[src/rtl/data_ram_master_pkg.sv]
// Shared op codes and FSM state encodings for the data RAM initiator and its helpers.
package data_ram_pkg;

  typedef enum logic [1:0] {
    OP_NOP   = 2'b00,
    OP_READ  = 2'b01,
    OP_WRITE = 2'b10,
    OP_CLEAR = 2'b11
  } op_e;

  typedef enum logic [1:0] {
    ST_IDLE  = 2'b00,
    ST_WRITE = 2'b01,
    ST_READ  = 2'b10,
    ST_CLEAR = 2'b11
  } state_e;

endpackage

[src/rtl/data_ram_master_if.sv]
// Request/response handshake plus RAM strobe/address/data lines for the data RAM initiator.
// The master modport is the initiator's view; the slave modport is the environment (control unit + RAM).
interface data_ram_master_if #(
  parameter int WIDTH  = 8,
  parameter int LENGTH = 8
);
  logic              reqValid;
  logic [1:0]        reqOp;
  logic [LENGTH-1:0] reqAddr;
  logic [WIDTH-1:0]  reqData;
  logic              reqReady;
  logic              respValid;
  logic              respErr;
  logic [WIDTH-1:0]  respData;
  logic              ramWriteEnable;
  logic              ramReadEnable;
  logic              ramClrN;
  logic [LENGTH-1:0] ramAddr;
  logic [LENGTH-1:0] ramReadAddr;
  logic [WIDTH-1:0]  ramWriteData;
  logic              ramDataReady;
  logic [WIDTH-1:0]  ramReadData;

  modport master (
    input  reqValid, reqOp, reqAddr, reqData, ramDataReady, ramReadData,
    output reqReady, respValid, respErr, respData,
    output ramWriteEnable, ramReadEnable, ramClrN, ramAddr, ramReadAddr, ramWriteData
  );

  modport slave (
    output reqValid, reqOp, reqAddr, reqData, ramDataReady, ramReadData,
    input  reqReady, respValid, respErr, respData,
    input  ramWriteEnable, ramReadEnable, ramClrN, ramAddr, ramReadAddr, ramWriteData
  );
endinterface

[src/rtl/data_ram_master_timeout_ctr.sv]
// Clear/enable cycle counter; expired_o flags the LIMIT-th enabled cycle since the last clear.
// Counter holds once expired so it never wraps while the caller is still enabled.
module data_ram_timeout_ctr #(
  parameter int LIMIT = 15
) (
  input  logic clk,
  input  logic rst_i,
  input  logic clear_i,
  input  logic en_i,
  output logic expired_o
);
  localparam int CW = $clog2(LIMIT + 1);

  logic [CW-1:0] cnt_q;

  assign expired_o = en_i && (cnt_q == CW'(LIMIT - 1));

  always_ff @(posedge clk) begin
    if (rst_i || clear_i) begin
      cnt_q <= '0;
    end else if (en_i && !expired_o) begin
      cnt_q <= cnt_q + 1'b1;
    end
  end
endmodule

[src/rtl/data_ram_master.sv]
// Data RAM initiator: one request at a time, strobe for one cycle, single-cycle response; write/clear respond 1 cycle after accept, reads after dataReady.
// reqReady only in IDLE; optional read timeout with error response under DATA_RAM_TIMEOUT_EN.
module data_ram_master
  import data_ram_pkg::*;
#(
  parameter int width   = 8,
  parameter int length  = 8,
  parameter int timeout = 15
) (
  input logic               clk,
  input logic               clr,
  data_ram_master_if.master bus
);
  state_e            state_q;
  logic              wen_q;
  logic              ren_q;
  logic              clrn_q;
  logic              resp_vld_q;
  logic              resp_err_q;
  logic [length-1:0] addr_q;
  logic [width-1:0]  wdata_q;
  logic [width-1:0]  resp_dat_q;

  op_e  req_op;
  logic accept;
  logic rd_expired;

  assign req_op       = op_e'(bus.reqOp);
  assign bus.reqReady = (state_q == ST_IDLE) && !clr;
  assign accept       = bus.reqValid && bus.reqReady && (req_op != OP_NOP);

`ifdef DATA_RAM_TIMEOUT_EN
  data_ram_timeout_ctr #(
    .LIMIT (timeout)
  ) u_timeout_ctr (
    .clk       (clk),
    .rst_i     (clr),
    .clear_i   (accept && (req_op == OP_READ)),
    .en_i      (state_q == ST_READ),
    .expired_o (rd_expired)
  );
`else
  logic unused_ok;
  assign unused_ok  = (timeout > 0);
  assign rd_expired = 1'b0;
`endif

  always_ff @(posedge clk) begin
    if (clr) begin
      state_q    <= ST_IDLE;
      wen_q      <= 1'b0;
      ren_q      <= 1'b0;
      clrn_q     <= 1'b1;
      resp_vld_q <= 1'b0;
      resp_err_q <= 1'b0;
      addr_q     <= '0;
      wdata_q    <= '0;
      resp_dat_q <= '0;
    end else begin
      resp_vld_q <= 1'b0;
      resp_err_q <= 1'b0;
      case (state_q)
        ST_IDLE: begin
          if (accept) begin
            addr_q  <= bus.reqAddr;
            wdata_q <= bus.reqData;
            case (req_op)
              OP_READ: begin
                ren_q   <= 1'b1;
                state_q <= ST_READ;
              end
              OP_WRITE: begin
                wen_q   <= 1'b1;
                state_q <= ST_WRITE;
              end
              OP_CLEAR: begin
                clrn_q  <= 1'b0;
                state_q <= ST_CLEAR;
              end
              default: ;
            endcase
          end
        end
        ST_WRITE, ST_CLEAR: begin
          wen_q      <= 1'b0;
          clrn_q     <= 1'b1;
          resp_vld_q <= 1'b1;
          state_q    <= ST_IDLE;
        end
        ST_READ: begin
          // dataReady on the expiry edge still counts as a normal completion
          if (bus.ramDataReady) begin
            resp_dat_q <= bus.ramReadData;
            ren_q      <= 1'b0;
            resp_vld_q <= 1'b1;
            state_q    <= ST_IDLE;
          end else if (rd_expired) begin
            ren_q      <= 1'b0;
            resp_vld_q <= 1'b1;
            resp_err_q <= 1'b1;
            state_q    <= ST_IDLE;
          end
        end
        default: state_q <= ST_IDLE;
      endcase
    end
  end

  assign bus.respValid      = resp_vld_q;
  assign bus.respErr        = resp_err_q;
  assign bus.respData       = resp_dat_q;
  assign bus.ramWriteEnable = wen_q;
  assign bus.ramReadEnable  = ren_q;
  assign bus.ramClrN        = clrn_q;
  assign bus.ramAddr        = addr_q;
  assign bus.ramReadAddr    = addr_q;
  assign bus.ramWriteData   = wdata_q;
endmodule

[src/flat_wrapper.sv]
// flat-port wrapper written by rule: the top's interface ports become plain ports
module data_ram_master_flat import data_ram_pkg::*;
#(
  parameter int width   = 8,
  parameter int length  = 8,
  parameter int timeout = 15
)
  (clk, clr, bus_reqValid, bus_reqOp, bus_reqAddr, bus_reqData, bus_ramDataReady, bus_ramReadData, bus_reqReady, bus_respValid, bus_respErr, bus_respData, bus_ramWriteEnable, bus_ramReadEnable, bus_ramClrN, bus_ramAddr, bus_ramReadAddr, bus_ramWriteData);
  data_ram_master_if #(.WIDTH(8), .LENGTH(8)) bus_i ();
  input logic clk;
  input logic clr;
  input wire logic [$bits(bus_i.reqValid)-1:0] bus_reqValid;
  input wire logic [$bits(bus_i.reqOp)-1:0] bus_reqOp;
  input wire logic [$bits(bus_i.reqAddr)-1:0] bus_reqAddr;
  input wire logic [$bits(bus_i.reqData)-1:0] bus_reqData;
  input wire logic [$bits(bus_i.ramDataReady)-1:0] bus_ramDataReady;
  input wire logic [$bits(bus_i.ramReadData)-1:0] bus_ramReadData;
  output wire logic [$bits(bus_i.reqReady)-1:0] bus_reqReady;
  output wire logic [$bits(bus_i.respValid)-1:0] bus_respValid;
  output wire logic [$bits(bus_i.respErr)-1:0] bus_respErr;
  output wire logic [$bits(bus_i.respData)-1:0] bus_respData;
  output wire logic [$bits(bus_i.ramWriteEnable)-1:0] bus_ramWriteEnable;
  output wire logic [$bits(bus_i.ramReadEnable)-1:0] bus_ramReadEnable;
  output wire logic [$bits(bus_i.ramClrN)-1:0] bus_ramClrN;
  output wire logic [$bits(bus_i.ramAddr)-1:0] bus_ramAddr;
  output wire logic [$bits(bus_i.ramReadAddr)-1:0] bus_ramReadAddr;
  output wire logic [$bits(bus_i.ramWriteData)-1:0] bus_ramWriteData;
  assign bus_i.reqValid = bus_reqValid;
  assign bus_i.reqOp = bus_reqOp;
  assign bus_i.reqAddr = bus_reqAddr;
  assign bus_i.reqData = bus_reqData;
  assign bus_i.ramDataReady = bus_ramDataReady;
  assign bus_i.ramReadData = bus_ramReadData;
  assign bus_reqReady = bus_i.reqReady;
  assign bus_respValid = bus_i.respValid;
  assign bus_respErr = bus_i.respErr;
  assign bus_respData = bus_i.respData;
  assign bus_ramWriteEnable = bus_i.ramWriteEnable;
  assign bus_ramReadEnable = bus_i.ramReadEnable;
  assign bus_ramClrN = bus_i.ramClrN;
  assign bus_ramAddr = bus_i.ramAddr;
  assign bus_ramReadAddr = bus_i.ramReadAddr;
  assign bus_ramWriteData = bus_i.ramWriteData;
  data_ram_master #(.width(width), .length(length), .timeout(timeout)) u_core (.clk(clk), .clr(clr), .bus(bus_i));
endmodule
[config.mk]
export PLATFORM = sky130hd
export DESIGN_NAME = data_ram_master_flat
export DESIGN_NICKNAME = d
export VERILOG_FILES = /design/src/rtl/data_ram_master_pkg.sv /design/src/rtl/data_ram_master_if.sv /design/src/rtl/data_ram_master_timeout_ctr.sv /design/src/rtl/data_ram_master.sv /design/src/flat_wrapper.sv
export SDC_FILE = /design/constraint.sdc
export NUM_CORES = 1
export LEC_CHECK = 0
export BUFFER_PORTS_ARGS = -buffer_cell sky130_fd_sc_hd__buf_2
export CAP_MARGIN = 20
export CORE_ASPECT_RATIO = 1.4
export CORE_UTILIZATION = 49
export CTS_BUF_LIST = sky130_fd_sc_hd__clkbuf_4
export CTS_CLUSTER_SIZE = 10
export DETAILED_ROUTE_END_ITERATION = 10
export GPL_TIMING_DRIVEN = 0
export PLACE_DENSITY_LB_ADDON = 0.1
export RECOVER_POWER = 50
export SYNTH_ARGS = -nofsm -noshare
export SYNTH_HDL_FRONTEND = slang
export SYNTH_SLANG_ARGS = --single-unit
export TNS_END_PERCENT = 20
[constraint.sdc]
create_clock -name clk -period 2.8 [get_ports clk]
set_input_delay 0.7 -clock clk [delete_from_list [all_inputs] [get_ports clk]]
set_output_delay 0.7 -clock clk [all_outputs]
set_load 0.05 [all_outputs]
==> results.md, run 1 <==
- The critical path startpoint category is an input pin.
- The post-synthesis sequential element count is 30.
- The area share of the largest cell type after synthesis is 47.5%.
- The basic-gate share of the synthesized area counting and, or, nand and nor cells is around 15%.
- The critical path capture point type is an output pin.
- The overall fraction of global-route tracks in use is between 10% and 20%.
- The area enclosed by the die boundary is 0.00279 mm².
- The Yosys warning count is 0.
- In this run the standard cell core region covers 0.00242 mm².
- The number of cells produced by synthesis is 114.
- After legalization and detailed placement, the total HPWL measured 1890 µm.
- The number of design rule violations left after detail routing is 0.
- The clock arrives with 5.05 ps of skew.
- The highest net fanout along the worst path is 10.
- The detail route stage leaves a number of antenna-violating nets equal to 0.
- sky130_fd_sc_hd__dfxtp_1 is the most common cell in the netlist.
- At the end of routability-driven placement, the weighted congestion stood at 0.750.
- The library cell used as clock root buffer is sky130_fd_sc_hd__clkbuf_4.
- The clock sink count is 30.
- The site row count is 21.
- The global-route wire length before repair is about 3600 µm.
- The post-cts sizing count is 0.
- The count of flip-flops with a built-in enable after synthesis is 0.
- The total length of routed wires is 2430 µm.
- The peak clock frequency supported by timing is 415 MHz.
- Clock latency on the worst-skew pair, taken at its later pin, is 310 ps.
- The worst-case setup slack after placement is 366 ps.
- The number of buffers added for setup after CTS is 0.
- Counting stages on the worst path, the most repeated cell is sky130_fd_sc_hd__clkbuf_1.
- Counting instances in the post-synthesis netlist gives the leading cell types as sky130_fd_sc_hd__dfxtp_1 (30), sky130_fd_sc_hd__nor2b_1 (16), sky130_fd_sc_hd__buf_4 (10), sky130_fd_sc_hd__mux2_4 (10), sky130_fd_sc_hd__nor2_1 (10).
- In this design, the stage delay of the slowest critical-path cell is 350 ps.
- Dividing total power by cell area gives a power density of 574 mW/mm².
- The analysis attributes to cell leakage a power of 0.000874 µW.
- The cell with the biggest individual delay on the critical path is sky130_fd_sc_hd__clkbuf_1.
- The detailed router placed ~990 vias in this run.
- The launching instance or port of the critical path is clr.
- No sink is reached through more buffers than the 2 on the longest clock path.
- Data arrives at the worst endpoint at 1710 ps.
- For this configuration, the core starts out at a cell density of 52.3%.
- The detailed-route vias per instance is 4.47.
- From left edge to right edge, the die measures 44.9 µm.
- Among all flip-flop cells after synthesis, the most frequent one is sky130_fd_sc_hd__dfxtp_1.
- The mux cell area share after synthesis is 24.5%.
- The fraction of layout cells with a size suffix above 1 is 46.3%.
- The critical path contains buffers and inverters numbering 4 combined.
- The post-synthesis net count is 144.
- The top routing layer in use is met4.
- STA puts the critical path data required time at 2100 ps.
- Port buffering added 66 buffers.
- The worst pin sits at a relative slew slack of approximately 60%.
- The number of DRC markers in iteration 0 is 16.
- Of the total synthesized cell area, the portion taken by XOR and XNOR cells is 0%.
- Broken down by cell family, the worst path's largest delay share belongs to buffers and inverters.
- After clock tree synthesis, the clock-pin slew on the worst setup and hold paths is 90 ps.
- 0 antenna diodes ended up in the layout.
- The met2 wire length is between 1000 and 1500 µm.
- The initial antenna violation count is 0.
- The number of different library cells used by synthesis comes to 21.
- In this run the number of H-tree levels came out at 2.
- The post-synthesis cell area is 0.00126 mm².
- Traced cell by cell, the critical path runs through clkbuf_1, buf_4, clkbuf_1, nor3_1, buf_2.
- IR analysis of the VDD net gives a maximum drop of 0.000375 V.
- Relative to the synthesized area, the layout overhead comes to 31.2%.
- The path type of the worst setup path is in -> out.
- The share of synthesized registers carrying an async set or reset is 0%.
- During I/O placement, the number of pins put on the boundary was 68.
- Wire segments on met3 add up to roughly 150 µm in the final route.
- The total iterations of the first detailed-routing run is 2.
- The number of fillers in the final layout is 224.
- The area share of fa/ha/maj cells after synthesis is 0%.
- Measured along the y axis, the die boundary spans just over 60 µm.
- Across the run, the number of max-cap violations was 0.
- The final setup TNS is 0 ps.
- The cell taking the most area after synthesis is sky130_fd_sc_hd__dfxtp_1.
- The routed design could run at a clock period as short as 2410 ps.
- The tightest min-delay check is of the reg -> reg type.
- The hold buffer count at CTS is 0.
- The share of the yosys chip area belonging to registers is 47.5%.
- The TritonCTS buffer count is 5.
- The number of global-route vias before repair was 907.
- Setup violations remaining at the end of the flow were counted as 0.
- The hold path startpoint is u_core.bus.ramWriteEnable.
- At the pin with the least slew margin, the transition time is 603 ps.
- The startpoint of the worst-slack reg-to-reg timing path is u_core.state_q[0].
- Summing the areas of all compound-gate instances in the mapped netlist gives 2.28% of the synthesized area.
- In the final routing, the length of wire on met1 measures 952 µm.
- Setup repair after global routing left no endpoint under its margin.
- In the finished design, the share of the clock period the worst path needs comes to a little under nine tenths.
- In the final routed layout, each cell accounts on average for 11.0 µm.
- The remaining global-route overflow is 0.
- The final number of max-transition violations is 0.
- The flow ran to the end, and the final reports show no timing, DRC or antenna violations.
- The hold violation total from the final report is 0.
- The number of nets in the layout is 217.
- The dominant combinational cell family by area after synthesis is multiplexers.
- The largest net degree at the start of global routing is 11.
- Setup slack on the critical path of the routed design comes to 390 ps.
- In the post-synthesis netlist, the biggest area contributors are sky130_fd_sc_hd__dfxtp_1 (48%), sky130_fd_sc_hd__mux2_4 (12%), sky130_fd_sc_hd__nor2b_1 (7.9%).
- The clock tree from TritonCTS is done.
- The average size of a mapped cell is 11.1 µm².
[layer usage]
metal	GRT usage, %	vias up
li1	-	507
met5	0	-
met1	17.5	440
met3	4.34	4
met4	10.4	0
met2	34.6	41
[area by class of cell]
class	count	area, µm²	share of cell area, %
clock buffers	6	45.0	2.72
clock inverters	2	8.76	0.528
flip-flops and latches	30	601	36.2
plain buffers	15	110	6.64
inverters	3	11.3	0.679
well taps	34	42.5	2.57
multi-input cells	66	527	31.8
repair buffers	66	313	18.9
[worst reg2reg max path: cells and delay by family, from the launching register on]
family | cells | cell delay [ps]
muxes | 1 | 300
AOI/OAI and AO/OA | 1 | 190
DFF | 1 | 380
and+or+nand+nor | 1 | 540
buffers and inverters | 2 | 570
[worst paths after layout]
kind,end,slack (ps),depth (start not counted)
worst min-delay path,u_core.bus.ramWriteEnable,460,2
worst max register to register,u_core.bus.ramAddr[6],730,5
worst min register to register,u_core.bus.ramWriteEnable,460,2
worst max-delay path,bus_reqReady,390,5
[state kept, by name, summed over array words and instances, names as in the netlist]
| register | cells |
|---|---|
| u_core.bus.ramReadEnable | 1 |
| u_core.state_q | 2 |
| u_core.bus.ramWriteData | 8 |
| u_core.bus.respData | 8 |
| u_core.bus.ramWriteEnable | 1 |
| u_core.bus.ramClrN | 1 |
| u_core.bus.ramAddr | 8 |
| u_core.bus.respValid | 1 |
[metrics by stage]
stage / std cells / hold slack [ps] / cell area [µm²] / total power (µW) / utilization (%)
after global placement: 214 / 439 / 1640 / 720 / 67.7
after CTS: 222 / 466 / 1690 / 973 / 69.9
final: 222 / 465 / 1660 / 952 / 68.6
after global routing: 222 / 497 / 1660 / 1000 / 68.6
after floorplan: 114 / 515 / 1260 / 664 / -
after detailed placement: 214 / 444 / 1640 / 726 / 67.7
[cells in the final DEF (no fill, tap or decap), drive strengths merged]
master and instances:
nor2b 16, clkinv 2, o21ai 1, nor2 10, nand3b 1, nor3 4, inv 3, buf 63
a21oi 2, mux2 17, nand2 3, a31oi 1, conb 1, nor4b 1, mux2i 8, dfxtp 30
clkbuf 24, o21a 1
[report_power, final]
group          total [µW]  switching (µW)  leakage, µW  internal (µW)
clock network         242             138    0.0000331            104
logic                 246             162     0.000595           84.2
registers             464            13.7     0.000245            450
[kinds of logic after synthesis]
family / after synthesis
AO/OA/AOI/OAI: 5
other: 1
AND/OR/NAND/NOR: 35
buffers and inverters: 18
multiplexers: 25
flip-flops: 30
Power figures use the tool's default switching activity.
==> run 2: changes to the inputs <==
==> constraint.sdc (replaced) <==
create_clock -name clk -period 2.8 [get_ports clk]
set_input_delay 0.56 -clock clk [delete_from_list [all_inputs] [get_ports clk]]
set_output_delay 0.56 -clock clk [all_outputs]
set_load 0.05 [all_outputs]
==> results.md, run 2 (synthesis gave the netlist of run 1 again) <==
- After detailed routing, the number of remaining DRC violations is 0.
- Traced cell by cell, the critical path runs through clkbuf_1, clkbuf_1, clkbuf_1, nor3_1, buf_2.
- The first global-routing pass estimated 3610 µm of wire.
- The clock tree from TritonCTS is done.
- The number of DRC markers in iteration 0 is 14.
- The library cell used most frequently in the layout, excluding fill and tap cells, is sky130_fd_sc_hd__buf_2.
- The register clock-pin slew on the reported worst setup and hold paths is around 90 ps.
- After layout, the worst setup slack is approximately 460 ps.
- The count of buffer and inverter cells on the critical path is 4.
- The number of global-route vias before repair is 907.
- The hold buffer count at CTS is 0.
- Once layout is done, the placed cells without fillers occupy 0.00166 mm².
- The worst hold path passes through 2 cells.
- At the end of routability-driven placement, the weighted congestion stood at 0.750.
- The transition at the pin with the smallest max-transition slack is 599 ps.
- The clock sink count is 30.
- The delay of the slowest critical-path stage is 390 ps.
- The critical path data arrival time is 1780 ps.
- The depth of the most critical reg-to-reg path is 5.
- Summing over every cut layer, the via total after detailed routing is between 900 and 1k.
- The remaining global-route overflow is 0.
- The detailed placement HPWL is 1890 µm.
- After detailed routing, the number of vias per cell comes to 4.47.
- The worst setup path is launched from an input pin.
- Among the stages of the critical path, the cell type that occurs most often is sky130_fd_sc_hd__clkbuf_1.
- The initial antenna violation count is 0.
- In this run the worst hold path is classified as in -> reg.
- The area growth from synthesis to final layout is 31.0%.
- In this run the vertical extent of the chip is 62.1 µm.
- The overall fraction of global-route tracks in use is 18.2%.
- The TritonCTS buffer count is 5.
- Counting along the longest clock path gives a buffer depth of 2.
- After detailed routing, the total wire length is 2440 µm.
- The max-capacitance violation count is 0.
- In this run, post-CTS repair resized a total of 0 instances.
- The hold violation total from the final report is 0.
- The cell with the biggest individual delay on the critical path is sky130_fd_sc_hd__clkbuf_1.
- The worst setup path is of the in -> out kind.
- Timing analysis after detailed placement gives a worst setup slack of 646 ps.
- The final critical path takes up 83.7% of the cycle.
- The initialized floorplan defines 21 standard-cell rows.
- The sequential standard cell area is 601 µm².
- Summing all placed instances gives a cell area of 0.00164 mm².
- The quantity of I/O buffers inserted on ports is 66.
- Measured along the x axis, the die boundary spans 44.9 µm.
- After floorplanning, the core was sized to cover 0.00242 mm².
- The leakage dissipation is 0.000851 µW.
- The power density of the placed cells is 575 mW/mm².
- The I/O pin count is 68.
- The minimum clock period after layout is 2340 ps.
- After layout, the design draws a total of 951 µW.
- In the layout the commonest cells are sky130_fd_sc_hd__buf_2 (47), sky130_fd_sc_hd__dfxtp_1 (30), sky130_fd_sc_hd__clkbuf_1 (23).
- The critical path capture point type is an output pin.
- The dominant delay contributor by cell family on the critical path is buffers and inverters.
- On the final layout, the worst clock skew is 5.37 ps.
- Clock latency on the worst-skew pair, taken at its later pin, is 310 ps.
- Once the floorplan was initialized, standard cells occupied 52.3% of the core.
- The required time at the endpoint of the critical path is 2240 ps.
- Post-CTS timing repair inserted 0 buffers for setup.
- In the final layout, the share of cells above drive strength 1 is 43.6%.
- The logic depth of the worst setup path including buffers is 5.
- Setup repair after global routing left no endpoint under its margin.
- The total iterations of the first detailed-routing run is 2.
- The minimum setup slack among reg-to-reg paths is around 1000 ps.
- The number of levels the H-tree was split into is 2.
- The number of fillers in the final layout is 222.
- Entering global routing, the biggest net connects 11 pins.
- The run finished with clean final reports.
- The number of nets in the layout is about 220.
- In the final timing run, aggregate negative setup slack is 0 ps.
- The multi-input gate area in the final layout is 527 µm².
- For this run, the top clock speed supported by timing is 427 MHz.
- After detailed routing, the average wire length per cell comes to 11.0 µm.
- Of all nets on the critical path, the largest fanout is 10.
- The worst pin sits at a relative slew slack of 60.2%.
- The tree is rooted in a sky130_fd_sc_hd__clkbuf_4.
- The die covers 0.00279 mm².
- The total inserted antenna cells is 0.
- The final number of max-transition violations is 0.
- The peak ir drop on the vdd network is 0.000375 V.
- The number of failing setup endpoints in the final timing report is 0.
- The remaining number of nets flagged by the antenna check after routing is 0.
run 2: cell type report:
cell class | instances | area share [%]
tap | 34 | 2.57
inverter | 3 | 0.680
buffer | 15 | 6.95
clock inverter | 2 | 0.529
multi-input combinational | 66 | 31.8
timing repair buffer | 66 | 18.4
sequential | 30 | 36.3
clock buffer | 6 | 2.72
run 2: routing by layer:
metal	track usage (%)	vias to the layer above	wire (µm)
li1	-	507	-
met1	17.5	440	956
met2	34.6	41	1310
met3	4.34	4	146
met4	10.4	0	25
met5	0	-	0
run 2: worst paths after layout:
path / startpoint / end
max: clr / bus_reqReady
min: bus_reqData[0] / u_core.bus.ramWriteData[0]
max reg2reg: u_core.state_q[0] / u_core.bus.ramAddr[6]
min reg2reg: u_core.bus.ramWriteEnable / u_core.bus.ramWriteEnable
run 2: report_power, final:
part / switching, µW / internal, µW
combinational: 162 / 83.6
clock: 138 / 104
sequential: 13.8 / 450
total: 314 / 638
run 2: through the flow:
| stage | util [%] | instances | hold WS [ps] |
|---|---|---|---|
| after floorplan | - | 114 | 515 |
| after global placement | 67.7 | 214 | 439 |
| after detailed placement | 67.7 | 214 | 444 |
| after CTS | 69.9 | 222 | 439 |
| after global routing | 68.5 | 222 | 442 |
| final | 68.5 | 222 | 459 |
